$ cat src/rtl/wb_fwd_rv32i_pkg.sv
// Shared definitions for the rv32i writeback / forwarding-source stage.
// Holds the register/data widths, the x0 register constant and the
// load-tracking state encoding used by wb_fwd_rv32i.
package wb_fwd_rv32i_pkg;
    localparam int XLEN   = 32;
    localparam int REG_AW = 5;

    localparam logic [REG_AW-1:0] X0 = 5'd0;

    // IDLE: no load outstanding. WAIT: one load issued, response pending.
    typedef enum logic {
        ST_IDLE = 1'b0,
        ST_WAIT = 1'b1
    } ld_state_t;
endpackage

$ cat src/rtl/wb_fwd_rv32i_slot.sv
// wb_slot: one pipeline holding register (valid, rd, data, load flag).
// Ports:
//   CLK, RST       clock and synchronous active-high reset
//   clr            invalidate the slot (wins over ld)
//   ld             capture the src_* fields
//   src_*          incoming contents
//   slot_*         current contents
// With neither clr nor ld asserted the slot holds its contents.
module wb_slot
    import wb_fwd_rv32i_pkg::*;
(
    input  logic              CLK,
    input  logic              RST,
    input  logic              clr,
    input  logic              ld,
    input  logic              src_valid,
    input  logic [REG_AW-1:0] src_rd,
    input  logic [XLEN-1:0]   src_data,
    input  logic              src_load,
    output logic              slot_valid,
    output logic [REG_AW-1:0] slot_rd,
    output logic [XLEN-1:0]   slot_data,
    output logic              slot_load
);
    always_ff @(posedge CLK) begin
        if (RST || clr) begin
            slot_valid <= 1'b0;
            slot_rd    <= X0;
            slot_data  <= '0;
            slot_load  <= 1'b0;
        end else if (ld) begin
            slot_valid <= src_valid;
            slot_rd    <= src_rd;
            slot_data  <= src_data;
            slot_load  <= src_load;
        end
    end
endmodule

$ cat src/rtl/wb_fwd_rv32i.sv
// wb_fwd_rv32i: writeback and forwarding-source stage of the rv32i pipeline.
// Results enter the exec slot (E), age through the cushion slot (C) and are
// written to the register file through the single registered WADDR/WDATA
// port. One outstanding load is tracked; its memory response takes the
// write port ahead of C, and younger results to the same rd are held back.
// Ports:
//   CLK, RST                       clock, synchronous active-high reset
//   FLUSH                          kill E and C (pending load survives)
//   MEM_WAIT                       freeze E/C advance
//   EXEC_VALID/READY/RD/DATA/LOAD  execution result handshake
//   MEMR_VALID/DATA                load response
//   WADDR/WDATA                    register-file write port (WADDR 0 = none)
//   FWD_REG_ADDR                   rd of outstanding load, 0 when none
//   FWD_EXEC_*/FWD_CUSHION_*       forwarding views of E and C
module wb_fwd_rv32i
    import wb_fwd_rv32i_pkg::*;
(
    input  logic              CLK,
    input  logic              RST,
    input  logic              FLUSH,
    input  logic              MEM_WAIT,
    input  logic              EXEC_VALID,
    output logic              EXEC_READY,
    input  logic [REG_AW-1:0] EXEC_RD,
    input  logic [XLEN-1:0]   EXEC_DATA,
    input  logic              EXEC_LOAD,
    input  logic              MEMR_VALID,
    input  logic [XLEN-1:0]   MEMR_DATA,
    output logic [REG_AW-1:0] WADDR,
    output logic [XLEN-1:0]   WDATA,
    output logic [REG_AW-1:0] FWD_REG_ADDR,
    output logic              FWD_EXEC_EN,
    output logic [REG_AW-1:0] FWD_EXEC_ADDR,
    output logic [XLEN-1:0]   FWD_EXEC_DATA,
    output logic              FWD_CUSHION_EN,
    output logic [REG_AW-1:0] FWD_CUSHION_ADDR,
    output logic [XLEN-1:0]   FWD_CUSHION_DATA
);
    ld_state_t         state_reg;
    logic [REG_AW-1:0] ld_rd_reg;
    logic [REG_AW-1:0] waddr_reg;
    logic [XLEN-1:0]   wdata_reg;

    logic              e_valid, e_load, c_valid, c_load;
    logic [REG_AW-1:0] e_rd, c_rd;
    logic [XLEN-1:0]   e_data, c_data;

    logic wait_st, conflict, waw, block2, advance;
    logic ld_resp, ld_issue, c_commit;

    assign wait_st  = (state_reg == ST_WAIT);
    // Load response and C both want the write port: C yields.
    assign conflict = wait_st && MEMR_VALID && c_valid;
    // A younger result to the pending load's rd must not overtake the load.
    assign waw      = wait_st && e_valid && (e_rd != X0) && (e_rd == ld_rd_reg);
    // Only one load may be outstanding.
    assign block2   = wait_st && e_valid && e_load;
    assign advance  = !MEM_WAIT && !conflict && !waw && !block2;

    assign ld_resp  = wait_st && MEMR_VALID;
    // Killed slots neither issue a load nor commit.
    assign ld_issue = advance && !FLUSH && e_valid && e_load;
    assign c_commit = advance && !FLUSH && c_valid && !c_load;

    wb_slot u_slot_e (
        .CLK        (CLK),
        .RST        (RST),
        .clr        (FLUSH),
        .ld         (advance),
        .src_valid  (EXEC_VALID),
        .src_rd     (EXEC_RD),
        .src_data   (EXEC_DATA),
        .src_load   (EXEC_LOAD),
        .slot_valid (e_valid),
        .slot_rd    (e_rd),
        .slot_data  (e_data),
        .slot_load  (e_load)
    );

    // A load leaving E hands off to the FSM, so C receives a bubble.
    wb_slot u_slot_c (
        .CLK        (CLK),
        .RST        (RST),
        .clr        (FLUSH),
        .ld         (advance),
        .src_valid  (e_valid && !e_load),
        .src_rd     (e_rd),
        .src_data   (e_data),
        .src_load   (1'b0),
        .slot_valid (c_valid),
        .slot_rd    (c_rd),
        .slot_data  (c_data),
        .slot_load  (c_load)
    );

    always_ff @(posedge CLK) begin
        if (RST) begin
            state_reg <= ST_IDLE;
            ld_rd_reg <= X0;
            waddr_reg <= X0;
            wdata_reg <= '0;
        end else begin
            waddr_reg <= X0;
            wdata_reg <= '0;
            if (ld_resp) begin
                waddr_reg <= ld_rd_reg;
                wdata_reg <= MEMR_DATA;
                state_reg <= ST_IDLE;
            end else if (c_commit) begin
                waddr_reg <= c_rd;
                wdata_reg <= c_data;
            end
            // Never coincides with ld_resp: a load in E while WAIT blocks advance.
            if (ld_issue) begin
                state_reg <= ST_WAIT;
                ld_rd_reg <= e_rd;
            end
        end
    end

    assign EXEC_READY       = advance;
    assign WADDR            = waddr_reg;
    assign WDATA            = wdata_reg;
    assign FWD_REG_ADDR     = wait_st ? ld_rd_reg : X0;
    assign FWD_EXEC_EN      = e_valid && !e_load;
    assign FWD_EXEC_ADDR    = e_valid ? e_rd : X0;
    assign FWD_EXEC_DATA    = e_data;
    assign FWD_CUSHION_EN   = c_valid;
    assign FWD_CUSHION_ADDR = c_valid ? c_rd : X0;
    assign FWD_CUSHION_DATA = c_data;
endmodule

$ cat config.mk
export PLATFORM = sky130hd
export DESIGN_NAME = wb_fwd_rv32i
export DESIGN_NICKNAME = d
export VERILOG_FILES = /design/src/rtl/wb_fwd_rv32i_pkg.sv /design/src/rtl/wb_fwd_rv32i_slot.sv /design/src/rtl/wb_fwd_rv32i.sv
export SDC_FILE = /design/constraint.sdc
export NUM_CORES = 1
export LEC_CHECK = 0
export ABC_AREA = 1
export BUFFER_PORTS_ARGS = -buffer_cell sky130_fd_sc_hd__buf_2
export CORE_MARGIN = 2
export CORE_UTILIZATION = 52
export CTS_CLUSTER_SIZE = 24
export DETAILED_ROUTE_END_ITERATION = 10
export GPL_ROUTABILITY_DRIVEN = 0
export PLACE_DENSITY = 0.83
export SLEW_MARGIN = 25
export SYNTH_ARGS = -nofsm -noshare
export SYNTH_HDL_FRONTEND = slang
export SYNTH_SLANG_ARGS = --single-unit
$ cat constraint.sdc
create_clock -name CLK -period 2.3 [get_ports CLK]
set_input_delay 0 -clock CLK [delete_from_list [all_inputs] [get_ports CLK]]
set_output_delay 0 -clock CLK [all_outputs]
set_load 0.01 [all_outputs]
==> results of run 1 <==
==> Yosys cell counts <==
library cell	n	area share [%]
a211oi_1	8	1.2
a211oi_2	31	8.0
a21oi_1	46	4.7
buf_2	16	1.6
buf_4	4	0.62
buf_6	2	0.46
clkbuf_1	17	1.3
clkinv_1	1	0.077
dfxtp_1	120	49
inv_1	93	7.2
inv_2	3	0.23
nand2_1	130	10
nand2_2	1	0.13
nand2_4	1	0.23
nand3_1	2	0.21
nand4_1	2	0.26
nor2_1	185	14
nor2_2	1	0.13
xnor2_1	1	0.18
==> layer usage <==
layer	wire, um	part of all wire, %
met5	0	0
met4	460	3.1
met2	7440	50
met1	5741	39
met3	1251	8.4
==> what timing repair did <==
item,in CTS,in global routing
buffers inserted,0,0
pin swaps,0,0
setup endpoints to repair,1,1
endpoints found under the hold margin,82,0
gates resized for setup,1,1
hold buffers,74,0
==> where the power goes <==
group          leakage [uW]  switching [uW]  internal (uW)
clock              0.000283             977           1720
combinational       0.00235             243            217
sequential         0.000973            32.2           2120
total               0.00361            1250           4060
==> metrics by stage <==
stage / power (uW) / hold WS (ns) / utilization, %
after floorplan: 2397 / 0.1438 / -
after global placement: 2540 / 0.2518 / 64.43
after detailed placement: 2544 / 0.2548 / 64.43
after CTS: 5313 / 0.1253 / 79.21
after global routing: 5467 / 0.1292 / 79.23
final: 5310 / 0.1153 / 79.23
==> worst max-delay path by stage <==
stage	slack, ns	cells past startpoint	end	from
2_1_floorplan	0.79	10	u_slot_c.slot_data[13]	u_slot_e.slot_valid
3_3_place_gp	0.43	10	u_slot_c.slot_rd[0]	u_slot_e.slot_rd[3]
3_5_place_dp	0.33	10	u_slot_e.slot_data[9]	u_slot_e.slot_rd[3]
4_1_cts	0.16	6	EXEC_READY	state_reg
5_1_grt	0.1	9	EXEC_READY	u_slot_e.slot_rd[3]
6_report	0.26	9	EXEC_READY	u_slot_e.slot_rd[3]
==> final cells by class <==
class | count | area (um^2) | area share, %
Clock buffer | 19 | 441.7 | 6.090
Clock inverter | 13 | 167.7 | 2.312
Inverter | 97 | 369.1 | 5.090
Multi-Input combinational cell | 408 | 1928 | 26.59
Sequential cell | 120 | 2402 | 33.13
Tap cell | 111 | 138.9 | 1.915
Timing Repair Buffer | 277 | 1804 | 24.88
==> cells in the final DEF (no fill, tap or decap), types with 4 or more instances in the layout <==
cell type      count
clkinvlp_4         5
dfxtp_1          120
nor2_1           185
inv_6              4
inv_1             93
nand2_1          129
a211oi_2          31
clkbuf_16         16
dlygate4sd3_1     74
buf_2            194
buf_4              7
a211oi_1           8
a21oi_1           46
==> worst min-delay path: stages <==
cell	delay [ns]
buf_2	0.10
a211oi_2	0.07
nand2_4	0.11
inv_6	0.14
nand2_1	0.09
a21oi_1	0.05
==> logic make-up after synthesis <==
logic type	synth area share [%]
xor+xnor	0.1796
flops	49.24
compound gates	13.90
buf+inv	11.49
simple gates	25.19
==> impl_results.md, run 1 <==
* Status: finished clean
* CTS max path bufs at 2
* DIE AREA at 10,170 um^2
* CP Class: reg -> out
* Register area share after synthesis at 49.24%
* Crit-path most repeated cell: nand2_1
* Total wire length after detailed routing at 14.89 mm
* IO buf count at 194
* CP max-delay cell: dfxtp_1
* Share of layout cells above drive strength 1 at 29.23%
* Sum Neg Setup Slack at 0 ns
* Core ar. at 9153 um^2
* Final hold viol count at 0
* Syn Inst Count at 664
* CP max stage delay at 0.43 ns
* Syn. warnings at 0
* Synthesized area at 4878 um^2
* PwrDens at 732.2 nW/um^2
* Data arrival, critical path at 2.04 ns
* Fin crit share at 88.54%
* Fmax at 491.1 MHz
* Fill count at 582
* Num CTS Buffers at 17
* RR Startpoint: state_reg
* Met3 usage at 7.490%
* Critical Path RT at 2.30 ns
* CTS tree: yes
* Count of state elements after synthesis at 120
* Met2 usage at 50.56%
* Worst Reg2Reg Path Length in Cells at 9
* Placed Cells at 939
* Final instance area at 7252 um^2
* Leak at 0.003606 uW
* Vias per cell at 4.908
* Post-Place Cell Area at 5897 um^2
* DP HPWL at 8.274 mm
* Initial Util at 53.30%
* Worst slew margin at 67.99%
* Critical path cell sequence: inv_1 -> nand2_1 -> nand2_1 -> nand3_1 -> nor2_1 -> nand2_1 -> nand2_4 -> inv_6 -> buf_2
* All-layer global routing usage at 29.08%
* Vias in the first global route at 5,022
* Antenna cells at 0
* Hold EP: u_slot_e.slot_data[1]
* Worst slew pin tran at 0.4801 ns
* Peak supply drop at 0.0005342 V
* Critical path capture point type: output pin
* GRT busiest layer: met2
* Syn Area/Cell at 7.347 um^2
* RR Endpoint: u_slot_e.slot_data[18]
* Met1 usage at 32.51%
* Largest net degree at the start of global routing at 52
* Worst-path clk slew at 0.06 ns
* Buf+Inv Stages, Crit Path at 3
* Final Slew Violations at 0
* Post-synth net total at 740
* Die height at 100.9 um
* RSZ-0062 raised after global routing: no
* CP startpoint kind: flip-flop
* Die W at 100.9 um
* # DRC at 0
* GRT overflow at 0
* HP Start: MEM_WAIT
* H-tree depth at 4
* CTS root buffer: clkbuf_8
* Skew-Pair Late Insertion Delay at 0.50 ns
* R2r setup slk at 0.34 ns
* Final #Nets at 997
* Max cap viols at 0
* Drt first pass iters at 5
* Cell Count, Final, Fillers Out at 1,045
* CP Max Fanout at 40
* Critical path's top delay family: buffers and inverters
* Antenna violations before repair at 0
* Number of DRC markers in iteration 0 at 232
* WHS Path Cells at 6
* Final worst setup slack at 0.2636 ns
* Class of the worst hold path: in -> reg
* WL/cell at 14.25 um
* Final ANT Viol Nets at 0
* Clock Skews at 0.01150 ns
* Pre-CTS setup slack at 0.3253 ns
* Yosys cell types at 19
* Routed vias at 5,129
* Top-Level Pins at 195
* Std cell rows at 35
* Global-route wire length before repair at 23.16 mm
* Fin crit period at 2.036 ns
* CTS Sinks at 120
* Setup violators final at 0
* Synth-to-Final Area Change at 48.65%
No activity file was read; power rests on OpenSTA's default activity.
==> run 2: changes to the inputs <==
Settings changed: CORE_MARGIN 2 to default.
==> run 2 against run 1 <==
Net effect: sequential power about the same; largest power group unchanged; sequential share of layout area increased by 0.28 points; critical path depth grew 1; combinational power about the same; global-route usage increased by 2.8 points; die area shrank 3.9%; non-clock buffer count is 2 lower; clock skew down 0.00090 ns; sequential cell count unchanged; clock-buffer cell count up 2.
==> impl_results.md, run 2 (synthesis results as in run 1) <==
* Status: finished clean (unchanged)
* RR Endpoint: WADDR[3] (was u_slot_e.slot_data[18])
* Hold EP: state_reg (was u_slot_e.slot_data[1])
* Sum Neg Setup Slack at 0 ns (unchanged)
* Skew-Pair Late Insertion Delay at 0.50 ns (about the same)
* PwrDens at 719.3 nW/um^2 (was 732.2 nW/um^2)
* CP max-delay cell: inv_4 (was dfxtp_1)
* Die height at 98.86 um (was 100.9 um)
* CTS root buffer: clkbuf_8 (unchanged)
* R2r setup slk at 0.37 ns (was 0.34 ns)
* Data arrival, critical path at 2.15 ns (was 2.04 ns)
* CP max stage delay at 0.38 ns (was 0.43 ns)
* CP Max Fanout at 40 (unchanged)
* Initial Util at 54.87% (was 53.30%)
* RR Startpoint: state_reg (unchanged)
* Multi-input logic area at 1928 um^2 (unchanged)
* Buf+Inv Stages, Crit Path at 4 (was 3)
* DIE AREA at 9773 um^2 (was 10,170 um^2)
* Synth-to-Final Area Change at 47.50% (was 48.65%)
* Reg area at 2404 um^2 (was 2402 um^2)
* CP startpoint kind: flip-flop (unchanged)
* Met3 wire len at 1.277 mm (was 1.251 mm)
* CP Class: reg -> out (unchanged)
* Final ANT Viol Nets at 0 (unchanged)
* Class of the worst hold path: in -> reg (unchanged)
* # DRC at 0 (unchanged)
* Final worst setup slack at 0.1477 ns (was 0.2636 ns)
* Combinational share of power at 8.9% (was 8.7%)
* Fill count at 526 (was 582)
* HP Start: MEM_WAIT (unchanged)
* Antenna cells at 0 (unchanged)
* Total wire length after detailed routing at 15.36 mm (was 14.89 mm)
* Clk pwr share at 49.4% (was 50.8%)
* WHS Path Cells at 4 (was 6)
* Largest net degree at the start of global routing at 78 (was 52)
* Worst slew pin tran at 1.020 ns (was 0.4801 ns)
* Met1 WL at 5.898 mm (was 5.741 mm)
* Number of DRC markers in iteration 0 at 232 (unchanged)
* Worst Reg2Reg Path Length in Cells at 10 (was 9)
* Num CTS Buffers at 17 (unchanged)
* DP HPWL at 8.593 mm (was 8.274 mm)
* CTS Sinks at 120 (unchanged)
* Worst slew margin at 31.99% (was 67.99%)
* Fmax at 464.6 MHz (was 491.1 MHz)
* Top-Level Pins at 195 (unchanged)
* Critical path's top delay family: buffers and inverters (unchanged)
* Fin crit share at 93.58% (was 88.54%)
* Leak at 0.003588 uW (was 0.003606 uW)
* Vias in the first global route at 5,295 (was 5,022)
* Fin crit period at 2.152 ns (was 2.036 ns)
* Peak supply drop at 0.0003995 V (was 0.0005342 V)
* Max cap viols at 0 (unchanged)
* Commonest cells after routing, fill and taps aside: 194 x buf_2, 185 x nor2_1, 129 x nand2_1, 119 x dfxtp_1, 93 x inv_1 (was 194 x buf_2, 185 x nor2_1, 129 x nand2_1, 120 x dfxtp_1, 93 x inv_1)
* Die W at 98.86 um (was 100.9 um)
* Critical path capture point type: output pin (unchanged)
* Share of layout cells above drive strength 1 at 28.74% (was 29.23%)
* Top routing layer used: met4 (unchanged)
* Critical path cell sequence: inv_2 -> nand2_1 -> nand2_1 -> clkinv_1 -> nand2_1 -> nor2_1 -> nand2_1 -> nand2_4 -> inv_4 -> buf_2 (was inv_1 -> nand2_1 -> nand2_1 -> nand3_1 -> nor2_1 -> nand2_1 -> nand2_4 -> inv_6 -> buf_2)
* CTS tree: yes (unchanged)
* Worst-path clk slew at 0.06 ns (about the same)
* Critical Path RT at 2.30 ns (about the same)
* Routed vias at 5,253 (was 5,129)
* H-tree depth at 4 (unchanged)
* Pre-CTS setup slack at 0.2830 ns (was 0.3253 ns)
* IO buf count at 194 (unchanged)
* Setup violators final at 0 (unchanged)
* Sw power at 1151 uW (was 1252 uW)
* Final hold viol count at 0 (unchanged)
* Reg power frac at 41.7% (was 40.6%)
* Antenna violations before repair at 0 (unchanged)
* Final Slew Violations at 0 (unchanged)
* Vias per cell at 5.066 (was 4.908)
* Global-route wire length before repair at 24.54 mm (was 23.16 mm)
* Clock Skews at 0.01060 ns (was 0.01150 ns)
* All-layer global routing usage at 31.93% (was 29.08%)
* Drt first pass iters at 5 (unchanged)
* Crit-path most repeated cell: nand2_1 (unchanged)
* Std cell rows at 34 (was 35)
* Met2 WL at 7.684 mm (was 7.440 mm)
* Final #Nets at 995 (was 997)
* Internal power at 4024 uW (was 4057 uW)
* Most common cell after layout, fill and taps aside: buf_2 (unchanged)
* GRT overflow at 0 (unchanged)
* CTS max path bufs at 2 (unchanged)
* Switch share at 22.25% (was 23.58%)
* Setup Buffers After CTS at 0 (unchanged)
* WL/cell at 14.81 um (was 14.25 um)
* RSZ-0062 raised after global routing: no (unchanged)
* Core ar. at 8891 um^2 (was 9153 um^2)
run 2: changes by cell type in the layout (fill, tap and decap cells not counted), sizes merged:
cell,before,now
inv,99,96
clkinv,3,4
clkinvlp,5,2
buf,203,201
clkbuf,19,21
run 2: metrics by stage:
| step | cells | total power (uW) | hold WS [ns] | util, % | instance area [um^2] |
|---|---|---|---|---|---|
| 6_report | 1037 | 5176 | 0.1902 | 80.93 | 7196 |
| 5_1_grt | 1037 | 5333 | 0.1923 | 80.93 | 7196 |
| 4_1_cts | 1037 | 5188 | 0.1268 | 80.92 | 7194 |
| 3_5_place_dp | 934 | 2544 | 0.2565 | 66.11 | 5878 |
| 3_3_place_gp | 934 | 2534 | 0.2509 | 66.11 | 5878 |
| 2_1_floorplan | 664 | 2397 | 0.1438 | - | 4878 |
run 2: final cells by class:
| cell class | instances | area share [%] |
|---|---|---|
| Tap cell | 108 | 1.878 |
| Multi-Input combinational cell | 408 | 26.80 |
| Sequential cell | 120 | 33.40 |
| Inverter | 97 | 5.095 |
| Clock inverter | 8 | 1.721 |
| Clock buffer | 21 | 6.242 |
| Timing Repair Buffer | 275 | 24.87 |
run 2: worst max-delay path by stage:
stage                              from                      to  slack [ns]  cells after the start
finish              u_slot_e.slot_rd[2]              EXEC_READY        0.15                     10
global route                  state_reg              EXEC_READY        0.06                      8
CTS                           state_reg              EXEC_READY        0.11                      8
detailed placement            state_reg     u_slot_c.slot_rd[1]        0.28                      7
global placement    u_slot_e.slot_rd[3]  u_slot_e.slot_data[24]        0.42                     10
floorplan           u_slot_e.slot_valid  u_slot_c.slot_data[13]        0.79                     10
run 2: power by group through the flow:
stage	sequential (uW)	combinational (uW)	clock (uW)
4_1_cts	2160	445	2590
3_3_place_gp	2200	337	0
5_1_grt	2160	496	2680
3_5_place_dp	2200	345	0
6_report	2160	460	2560
2_1_floorplan	2210	187	0
run 2: timing repair:
action,CTS,global route
hold buffers,74,0
hold endpoints to repair,82,0
setup endpoints to repair,1,1
resized for setup,1,1
run 2: per-layer routing:
metal / vias to the layer above / track usage, %
li1: 2522 / -
met1: 2378 / 35.56
met2: 295 / 56.91
met3: 58 / 7.305
met4: 0 / 16.30
met5: - / 0
run 2: worst reg2reg max path, stage by stage, from the launching register on:
cell and delay [ns]:
dfxtp_2 0.42, nand2_1 0.11, a21oi_1 0.17, nand3_1 0.09
nor2_1 0.12, nand2_1 0.13, nand2_4 0.14, buf_12 0.29
nor2_2 0.12, nand2_1 0.10, a21oi_1 0.09
